==> src/rtl/score_display_mux.sv <==
// score_display_mux: shows a 0..10 score as two multiplexed digits on a 4-digit common-anode seven-segment display
// Ports: CLK clock; RESET synchronous active-high reset; SCORE 4-bit binary score;
//        SEG_SELECT active-low anodes (bit0 = rightmost); HEX_OUT active-low segments (bit7 = dp);
//        STROBE_COUNTER current digit slot.
// Option: define WIN_BLINK_EN to blink the display while the score equals MAX_SCORE.
module score_display_mux #(
    parameter int REFRESH_DIV = 50000,
    parameter int BLINK_DIV   = 25000000,
    parameter int MAX_SCORE   = 10
) (
    input  logic       CLK,
    input  logic       RESET,
    input  logic [3:0] SCORE,
    output logic [3:0] SEG_SELECT,
    output logic [7:0] HEX_OUT,
    output logic [1:0] STROBE_COUNTER
);
    localparam int PW = REFRESH_DIV > 1 ? $clog2(REFRESH_DIV) : 1;
    localparam logic [PW-1:0] P_LAST = PW'(REFRESH_DIV - 1);
    if (REFRESH_DIV < 1 || BLINK_DIV < 1) begin : g_bad_param
        $error("score_display_mux: REFRESH_DIV and BLINK_DIV must be >= 1");
    end
    logic [3:0]    score_q;
    logic [PW-1:0] presc;
    logic          err, tens, show;
    logic [3:0]    ones, sel_d;
    logic [7:0]    ones_code, tens_code, hex_d;
    function automatic logic [7:0] seg7(input logic [3:0] d);
        case (d)
            4'd0: seg7 = 8'hC0;
            4'd1: seg7 = 8'hF9;
            4'd2: seg7 = 8'hA4;
            4'd3: seg7 = 8'hB0;
            4'd4: seg7 = 8'h99;
            4'd5: seg7 = 8'h92;
            4'd6: seg7 = 8'h82;
            4'd7: seg7 = 8'hF8;
            4'd8: seg7 = 8'h80;
            4'd9: seg7 = 8'h90;
            default: seg7 = 8'hFF;
        endcase
    endfunction
    assign err       = int'(score_q) > MAX_SCORE;
    assign tens      = score_q >= 4'd10;
    assign ones      = tens ? score_q - 4'd10 : score_q;
    assign ones_code = err ? 8'hBF : seg7(ones);
    // leading zero on the tens digit is blanked
    assign tens_code = err ? 8'hBF : tens ? seg7(4'd1) : 8'hFF;
`ifdef WIN_BLINK_EN
    localparam int BW = BLINK_DIV > 1 ? $clog2(BLINK_DIV) : 1;
    localparam logic [BW-1:0] B_LAST = BW'(BLINK_DIV - 1);
    logic [BW-1:0] bcnt;
    logic          blink_on;
    // leaving the max score restarts the episode in the ON phase
    always_ff @(posedge CLK) begin
        if (RESET || int'(score_q) != MAX_SCORE) begin
            bcnt     <= '0;
            blink_on <= 1'b1;
        end else if (bcnt == B_LAST) begin
            bcnt     <= '0;
            blink_on <= ~blink_on;
        end else begin
            bcnt <= bcnt + 1'b1;
        end
    end
    assign show = blink_on;
`else
    assign show = 1'b1;
`endif
    always_comb begin
        sel_d = !show ? 4'b1111 : STROBE_COUNTER == 2'd0 ? 4'b1110 : STROBE_COUNTER == 2'd1 ? 4'b1101 : 4'b1111;
        hex_d = !show ? 8'hFF : STROBE_COUNTER == 2'd0 ? ones_code : STROBE_COUNTER == 2'd1 ? tens_code : 8'hFF;
    end
    // anodes and segments share one register so they always switch together
    always_ff @(posedge CLK) begin
        if (RESET) begin
            score_q        <= '0;
            presc          <= '0;
            STROBE_COUNTER <= '0;
            SEG_SELECT     <= 4'b1111;
            HEX_OUT        <= 8'hFF;
        end else begin
            score_q        <= SCORE;
            presc          <= presc == P_LAST ? '0 : presc + 1'b1;
            STROBE_COUNTER <= presc == P_LAST ? STROBE_COUNTER + 1'b1 : STROBE_COUNTER;
            SEG_SELECT     <= sel_d;
            HEX_OUT        <= hex_d;
        end
    end
endmodule

==> config.mk <==
export PLATFORM = sky130hd
export DESIGN_NAME = score_display_mux
export DESIGN_NICKNAME = d
export VERILOG_FILES = /design/src/rtl/score_display_mux.sv
export SDC_FILE = /design/constraint.sdc
export NUM_CORES = 1
export LEC_CHECK = 0
export ABC_AREA = 1
export CORE_ASPECT_RATIO = 0.8
export CORE_UTILIZATION = 40
export CTS_CLUSTER_DIAMETER = 60
export CTS_CLUSTER_SIZE = 28
export DETAILED_ROUTE_END_ITERATION = 8
export PLACE_DENSITY_LB_ADDON = 0.1
export SETUP_SLACK_MARGIN = 0.2
export SLEW_MARGIN = 20
export SYNTH_ARGS = -nofsm -noshare
export SYNTH_HDL_FRONTEND = slang
export SYNTH_SLANG_ARGS = --single-unit
export TNS_END_PERCENT = 20
==> constraint.sdc <==
create_clock -name CLK -period 1.65 [get_ports CLK]
set_input_delay 0.495 -clock CLK [delete_from_list [all_inputs] [get_ports CLK]]
set_output_delay 0.495 -clock CLK [all_outputs]
set_load 0.01 [all_outputs]
## Word-level counts from Yosys, hierarchy flattened

Memories as Yosys holds them, arrays and structs flattened.
Index checks and enable logic that the tools add are counted.

- Output and inout port bits: 14
- Flip-flop bits (word level): 33
- Memories: 1
- ROM bits: 112
- Input bits: 6

Memory list:

| memory | words | width | read ports | clocked after Yosys merged registers in | wr ports | line | source |
|---|---|---|---|---|---|---|---|
| (name not given) | 16 | 7 | 1 | 0 | 0 | 29 | `case (d)` |

- $lt $le $gt $ge: 2
- Reductions and logical operators: 3
- Add/sub/neg operators: 3
- Equality and inequality tests: 2
- Multiplexer cells: 8

Operators with widths:

| cell | count |
|---|---|
| $add 16x1->16 const B | 1 |
| $eq 16x16->1 const B | 1 |
| $mux 8 | 2 |
| $mux 7 | 2 |
| $ge 4x4->1 const B | 1 |
| $gt 4x4->1 const B | 1 |
| $mux 4 | 1 |
| $reduce_or 2->1 | 2 |
| $sub 4x4->4 const B | 1 |
| $mux 3 | 1 |
| $add 2x1->2 const B | 1 |
| $eq 2x1->1 const B | 1 |
| $logic_not 2->1 | 1 |
| $mux 2 | 1 |
| $mux 1 | 1 |

## Longest topological paths before layout

Gate-level depths: netlist (run 1).

- Depth after elaboration: 5
- Mapped depth: 10
- Gate-level depth less buffers: 10

## Worst setup path after synthesis (run 1)

No wires, ideal clock.

- Path type: in2reg
- Start: input port RESET
- End: register HEX_OUT[6]
- Path slack: 0.317 ns
- Stages on the path: 6
- Buffers on the path: 1
- Library setup time: 0.109 ns
- Arrival time: 1.224 ns
- Path through: buf_4 > inv_1 > o21ai_0 > or2_2 > nand2_1 > inv_1

RTL lines:

| item | line | source |
|---|---|---|
| start: declaration | 12 | `input logic RESET,` |
| end signal: assignment | 81 | `HEX_OUT <= 8'hFF;` |
| end signal: assignment | 87 | `HEX_OUT <= hex_d;` |
| end: declaration | 15 | `output logic [7:0] HEX_OUT,` |

## Worst setup path in the final report (run 1)

- Start: register SEG_SELECT[0]
- End: output port SEG_SELECT[0]

RTL lines:

| item | line | source |
|---|---|---|
| start: declaration | 14 | `output logic [3:0] SEG_SELECT,` |
| start signal: assignment | 86 | `SEG_SELECT <= sel_d;` |

No word-level cell between the ends.

==> impl_metrics.ini, run 1 <==
[clock_tree]
cts.sinks = 31
worstSkewPairLatency_ns = 0.27
htree_levels = 2
root_buffer = clkbuf_8
numCtsBuffers = 5
ctsHoldBuffers = 0
clock_path_buffers = 2
cts_tree = yes
clkTransAtPathRegs_ns = 0.06

[power_and_ir_drop]
power.switching_uw = 396
power.leakage_nw = 0.853
power_frac_clock_pct = 36.1
max-vdd-ir-drop_mv = 0.398
p_comb_share_pct = 12.7
p_sw_share_pct = 25.5
cellPowerDensity_nw_per_um2 = 766
sequentialPowerShare_pct = 51.2
p_total_mw = 1.55
p_int_mw = 1.16

[placement]
place.gp.congestion = 0.874
port_buffers = 16
hpwl_mm = 2.32
dp_worst_setup_slack_ns = -0.00697

[sta]
finalCritPeriodShare_pct = 97.0
setup_ws_ns = 0.0495
hold_violations = 0
rsz0062_at_grt = yes
setup_viol = 0
fmax_mhz = 625
period_minus_slack_ns = 1.60
setup_tns_ns = 0
fin_worst_skew_ns = 0.00226
final_max_slew_viol_count = 0

[synthesis]
synth_top_family_by_area = simple AND/OR/NAND/NOR gates
yosysSeqAreaShare_pct = 37.7
synth_fa_ha_area_share_pct = 7.61
avgSynthCellArea_um2 = 7.44
ys_types = 27
synth_compound_area_share_pct = 8.14
synthMuxAreaShare_pct = 0
syn-cell-area_um2 = 1640
synth_simple_gate_area_share_pct = 35.3
synth_xor_area_share_pct = 1.07
postSynthCellCount = 221
ys_ff_latch = 31
synth_warnings = 0

[global_routing]
antenna_found_initial = 0
gr-total-overflow = 0
grt_pass1_vias = 1217
grt_first_pass_wirelength_mm = 5.29
groute.usage.overall_pct = 16.2
grt_max_degree = 17

[worst_setup_path]
path_max_fanout = 1
r2r-end = presc[12]
slowest_delay_ns = 0.53
path_class = flop to output port
cp_data_required_time_ns = 1.15
reg2reg_slack_ns = 0.28
timing.rr.start = presc[0]
slowest_stage = clkdlybuf4s50_1
path_delay_family = buffers and inverters
path_buf_inv = 1
end_kind = output port
path_cells = clkdlybuf4s50_1
crit_arrival_ns = 1.11
cp-start-kind = flop
worst-r2r-cell-count = 6

[routing]
drt_pass1_iterations = 4
drc = 0
routed_wl_mm = 3.10
vias = 1345
vias_per_cell = 4.45
ant_nets = 0
wl_per_cell_um = 10.3
drtIter0Drc = 41

[floorplan]
die_h_um = 59.3
coreArea_um2 = 3880
initial_core_util_pct = 42.4
pin_count = 20
die_w_um = 73.7
rows = 20
die_area_um2 = 4370

[run]
cap_violations = 0

[final_layout]
final_nets = 262
drive_gt1_share_pct = 22.7
layout_common_cells = nand2_1 (48), dfxtp_1 (26), inv_1 (25), nor2_1 (18), nand3_1 (17)
n_antenna_cell = 0
final_common_cell = nand2_1
n_fill_cell = 377
area_growth_pct = 23.4

[min_path]
min-delay-start = presc[0]
holdPathStages = 1
hp-class = flop to flop
hold_path_end = presc[0]

[status]
outcome = completed
[per-stage QoR]
| step | util (%) | std cells | hold WS (ns) | area, µm² |
|---|---|---|---|---|
| 6_report | 52.3 | 302 | 0.424 | 2030 |
| 5_1_grt | 52.3 | 302 | 0.449 | 2030 |
| 4_1_cts | 49.9 | 301 | 0.464 | 1940 |
| 3_5_place_dp | 48.0 | 293 | 0.449 | 1860 |
| 3_3_place_gp | 48.0 | 293 | 0.443 | 1860 |
| 2_1_floorplan | - | 223 | 0.427 | 1650 |
[registers in the layout, summed over array words and instances, names as in the netlist]
name and cells:
score_q 4, STROBE_COUNTER 2, presc 16, HEX_OUT 7, SEG_SELECT 2
[worst max-delay path by stage]
stage | depth (start not counted) | start | slack (ns) | to
6_report | 1 | SEG_SELECT[0] | 0.05 | SEG_SELECT[0]
5_1_grt | 1 | SEG_SELECT[0] | 0.01 | SEG_SELECT[0]
4_1_cts | 1 | SEG_SELECT[0] | 0.04 | SEG_SELECT[0]
3_5_place_dp | 6 | RESET | -0.007 | HEX_OUT[6]
3_3_place_gp | 6 | RESET | 0.009 | HEX_OUT[6]
2_1_floorplan | 6 | RESET | 0.32 | HEX_OUT[6]
[layer usage]
layer  vias to the layer above  GRT usage (%)  part of all wire [%]
met5                         -              0                     0
met4                         0           5.77                   1.2
met3                         5           4.59                   3.6
met2                        23           22.3                    37
met1                       575           23.9                    58
li1                        742              -                     -
[power by group through the flow]
stage	Sequential, mW	Clock (mW)	Combinational [mW]
global placement	0.810	0	0.188
detailed placement	0.811	0	0.189
CTS	0.793	0.590	0.184
finish	0.796	0.561	0.198
global route	0.799	0.627	0.226
floorplan	0.820	0	0.112
[final cells by class]
cell class	instances	area [µm²]	share of cell area, %
flip-flops and latches	31	629	31.0
clock inverters	3	15.0	0.740
multi-input cells	157	937	46.2
well taps	55	68.8	3.39
repair buffers	21	198	9.74
inverters	30	113	5.55
clock buffers	5	68.8	3.39
[Yosys cell counts]
cell	count	share of area, %
nand4_1	6	2.3
and2_1	1	0.38
buf_4	4	1.8
xnor2_1	2	1.1
o21ai_0	4	1.2
nand2_1	53	12
nor2_2	5	1.9
nor2_1	20	4.6
buf_12	1	1.2
nor2_4	1	0.68
dfxtp_1	31	38
nand2_4	3	2.1
inv_2	2	0.46
or2_2	2	0.76
a21oi_1	9	2.7
clkinv_1	1	0.23
nand3_1	18	5.5
nor3_1	1	0.30
or2_0	3	1.1
o211ai_1	1	0.46
inv_1	27	6.2
conb_1	1	0.23
ha_1	10	7.6
nand3b_1	2	0.91
nand3_2	2	1.2
a21oi_2	7	3.7
nand2_2	4	1.5
[kinds of logic after synthesis]
| family | count (synthesis) |
|---|---|
| XOR/XNOR | 2 |
| other | 1 |
| buffers and inverters | 35 |
| AND/OR/NAND/NOR | 121 |
| adder cells (fa/ha/maj) | 10 |
| flip-flops | 31 |
| AO/OA/AOI/OAI | 21 |
[what timing repair did]
item	CTS	global route
buffers inserted	0	1
setup endpoints to repair	30	31
gates resized for setup	6	26
pin swaps	0	3
endpoints found under the hold margin	0	0
No activity file was read; power rests on OpenSTA's default activity.
==> inputs of run 2 (changes only) <==
--- a/config.mk
+++ b/config.mk
@@ -13,6 +13,7 @@
 export DETAILED_ROUTE_END_ITERATION = 8
 export PLACE_DENSITY_LB_ADDON = 0.1
 export SETUP_SLACK_MARGIN = 0.2
+export SKIP_CTS_REPAIR_TIMING = 1
 export SLEW_MARGIN = 20
 export SYNTH_ARGS = -nofsm -noshare
 export SYNTH_HDL_FRONTEND = slang
==> run 2 against run 1 <==
  * Cell count fell by 0.33%
  * Clock skew barely moved
  * Die area did not move
  * Power barely moved
  * Critical path depth rose by 7
  * Utilization rose by 0.61 points
  * Critical path type is now flop to flop
  * Largest power group unchanged
==> impl_metrics.ini, run 2 (synthesis results as in run 1) <==
[status]
outcome = completed

[floorplan]
die_w_um = 73.7
pin_count = 20
initial_core_util_pct = 42.4
die_h_um = 59.3
rows = 20
coreArea_um2 = 3880
die_area_um2 = 4370

[clock_tree]
root_buffer = clkbuf_8
cts.sinks = 31
clkTransAtPathRegs_ns = 0.06
numCtsBuffers = 5
clock_path_buffers = 2
worstSkewPairLatency_ns = 0.27
htree_levels = 2
cts_tree = yes

[worst_setup_path]
cp-start-kind = flop
path_delay_family = flip-flops
slowest_stage = dfxtp_4
crit_arrival_ns = 1.62
slowest_delay_ns = 0.36
crit_cells = 8
path_max_fanout = 4
path_class = flop to flop
path_cells = inv_2 > nand3_4 > nand2_1 > inv_1 > ha_1 > o21ai_0 > nand2_1 > nand2_1
worst-r2r-cell-count = 8
cp_data_required_time_ns = 1.87
end_kind = flop
worst_path_most_repeated_cell = nand2_1
path_buf_inv = 2

[final_layout]
finalNonFillerCells = 301
top_register = presc
layout_common_cells = nand2_1 (50), dfxtp_1 (25), inv_1 (25), nor2_1 (17), nand3_1 (17)
drive_gt1_share_pct = 22.4
reg_top3 = presc: 16 flops, HEX_OUT: 7 flops, score_q: 4 flops
area_growth_pct = 24.9
final_nets = 261
largest_reg_flops = 16
fin_util_pct = 52.9
final_common_cell = nand2_1
n_antenna_cell = 0

[routing]
vias_per_cell = 4.45
routed_wl_mm = 3.12
wl_per_cell_um = 10.4
drtIter0Drc = 64
drt_pass1_iterations = 4
vias = 1339
ant_nets = 0
drc = 0

[sta]
final_max_slew_viol_count = 0
fmax_mhz = 716
fin_worst_skew_ns = 0.00261
setup_viol = 0
finalCritPeriodShare_pct = 84.6
period_minus_slack_ns = 1.40
rsz0062_at_grt = yes
hold_violations = 0

[placement]
hpwl_mm = 2.32
port_buffers = 16
place_inst = 293
place.gp.congestion = 0.874

[power_and_ir_drop]
max-vdd-ir-drop_mv = 0.398
cellPowerDensity_nw_per_um2 = 757
p_total_mw = 1.55
power.leakage_nw = 0.914

[min_path]
hp-class = flop to flop
holdPathStages = 1

[global_routing]
grt_first_pass_wirelength_mm = 5.29
gr-total-overflow = 0
grt_max_degree = 17
antenna_found_initial = 0
grt_pass1_vias = 1217
groute.usage.overall_pct = 16.2

[run]
cap_violations = 0
-- run 2: cell types whose count changed in the layout (fill, tap and decap cells not counted), sizes merged --
cell and delta:
clkdlybuf4s50 -2, dlygate4sd2 -6, buf -1, dlymetal6s2s +8
-- run 2: per-layer routing --
layer	share of wire, %	global-route usage [%]	wire length [µm]	vias up
li1	-	-	-	741
met5	0	0	0	-
met4	1.2	5.77	38	0
met1	58	23.9	1810	568
met2	37	22.3	1150	25
met3	3.8	4.59	117	5
-- run 2: through the flow --
stage          setup WS (ns)  hold slack (ns)  area (µm²)   TNS, ns
5_1_grt                0.154            0.449        2050         0
3_3_place_gp         0.00859            0.443        1860         0
4_1_cts              -0.0760            0.464        1940    -0.103
2_1_floorplan          0.317            0.427        1650         0
3_5_place_dp        -0.00697            0.449        1860  -0.00697
6_report               0.253            0.424        2050         0
-- run 2: final timing paths --
check | startpoint | endpoint | slack, ns
setup / recovery | score_q[1] | HEX_OUT[3] | 0.25
hold / removal | presc[0] | presc[0] | 0.42
setup reg to reg | score_q[1] | HEX_OUT[3] | 0.25
hold reg to reg | presc[0] | presc[0] | 0.42
-- run 2: where the power goes --
part / leakage (nW) / total (mW) / internal (mW) / switching, mW
registers: 0.256 / 0.795 / 0.780 / 0.0151
logic: 0.610 / 0.197 / 0.0901 / 0.107
clock network: 0.0477 / 0.561 / 0.288 / 0.273
total: 0.914 / 1.55 / 1.16 / 0.395
-- run 2: area by class of cell --
| type | instances | area, µm² |
|---|---|---|
| Inverter | 30 | 113 |
| Timing Repair Buffer | 20 | 218 |
| Sequential cell | 31 | 631 |
| Multi-Input combinational cell | 157 | 940 |
| Clock inverter | 3 | 15.0 |
| Clock buffer | 5 | 68.8 |
| Fill cell | 379 | 1830 |
| Tap cell | 55 | 68.8 |
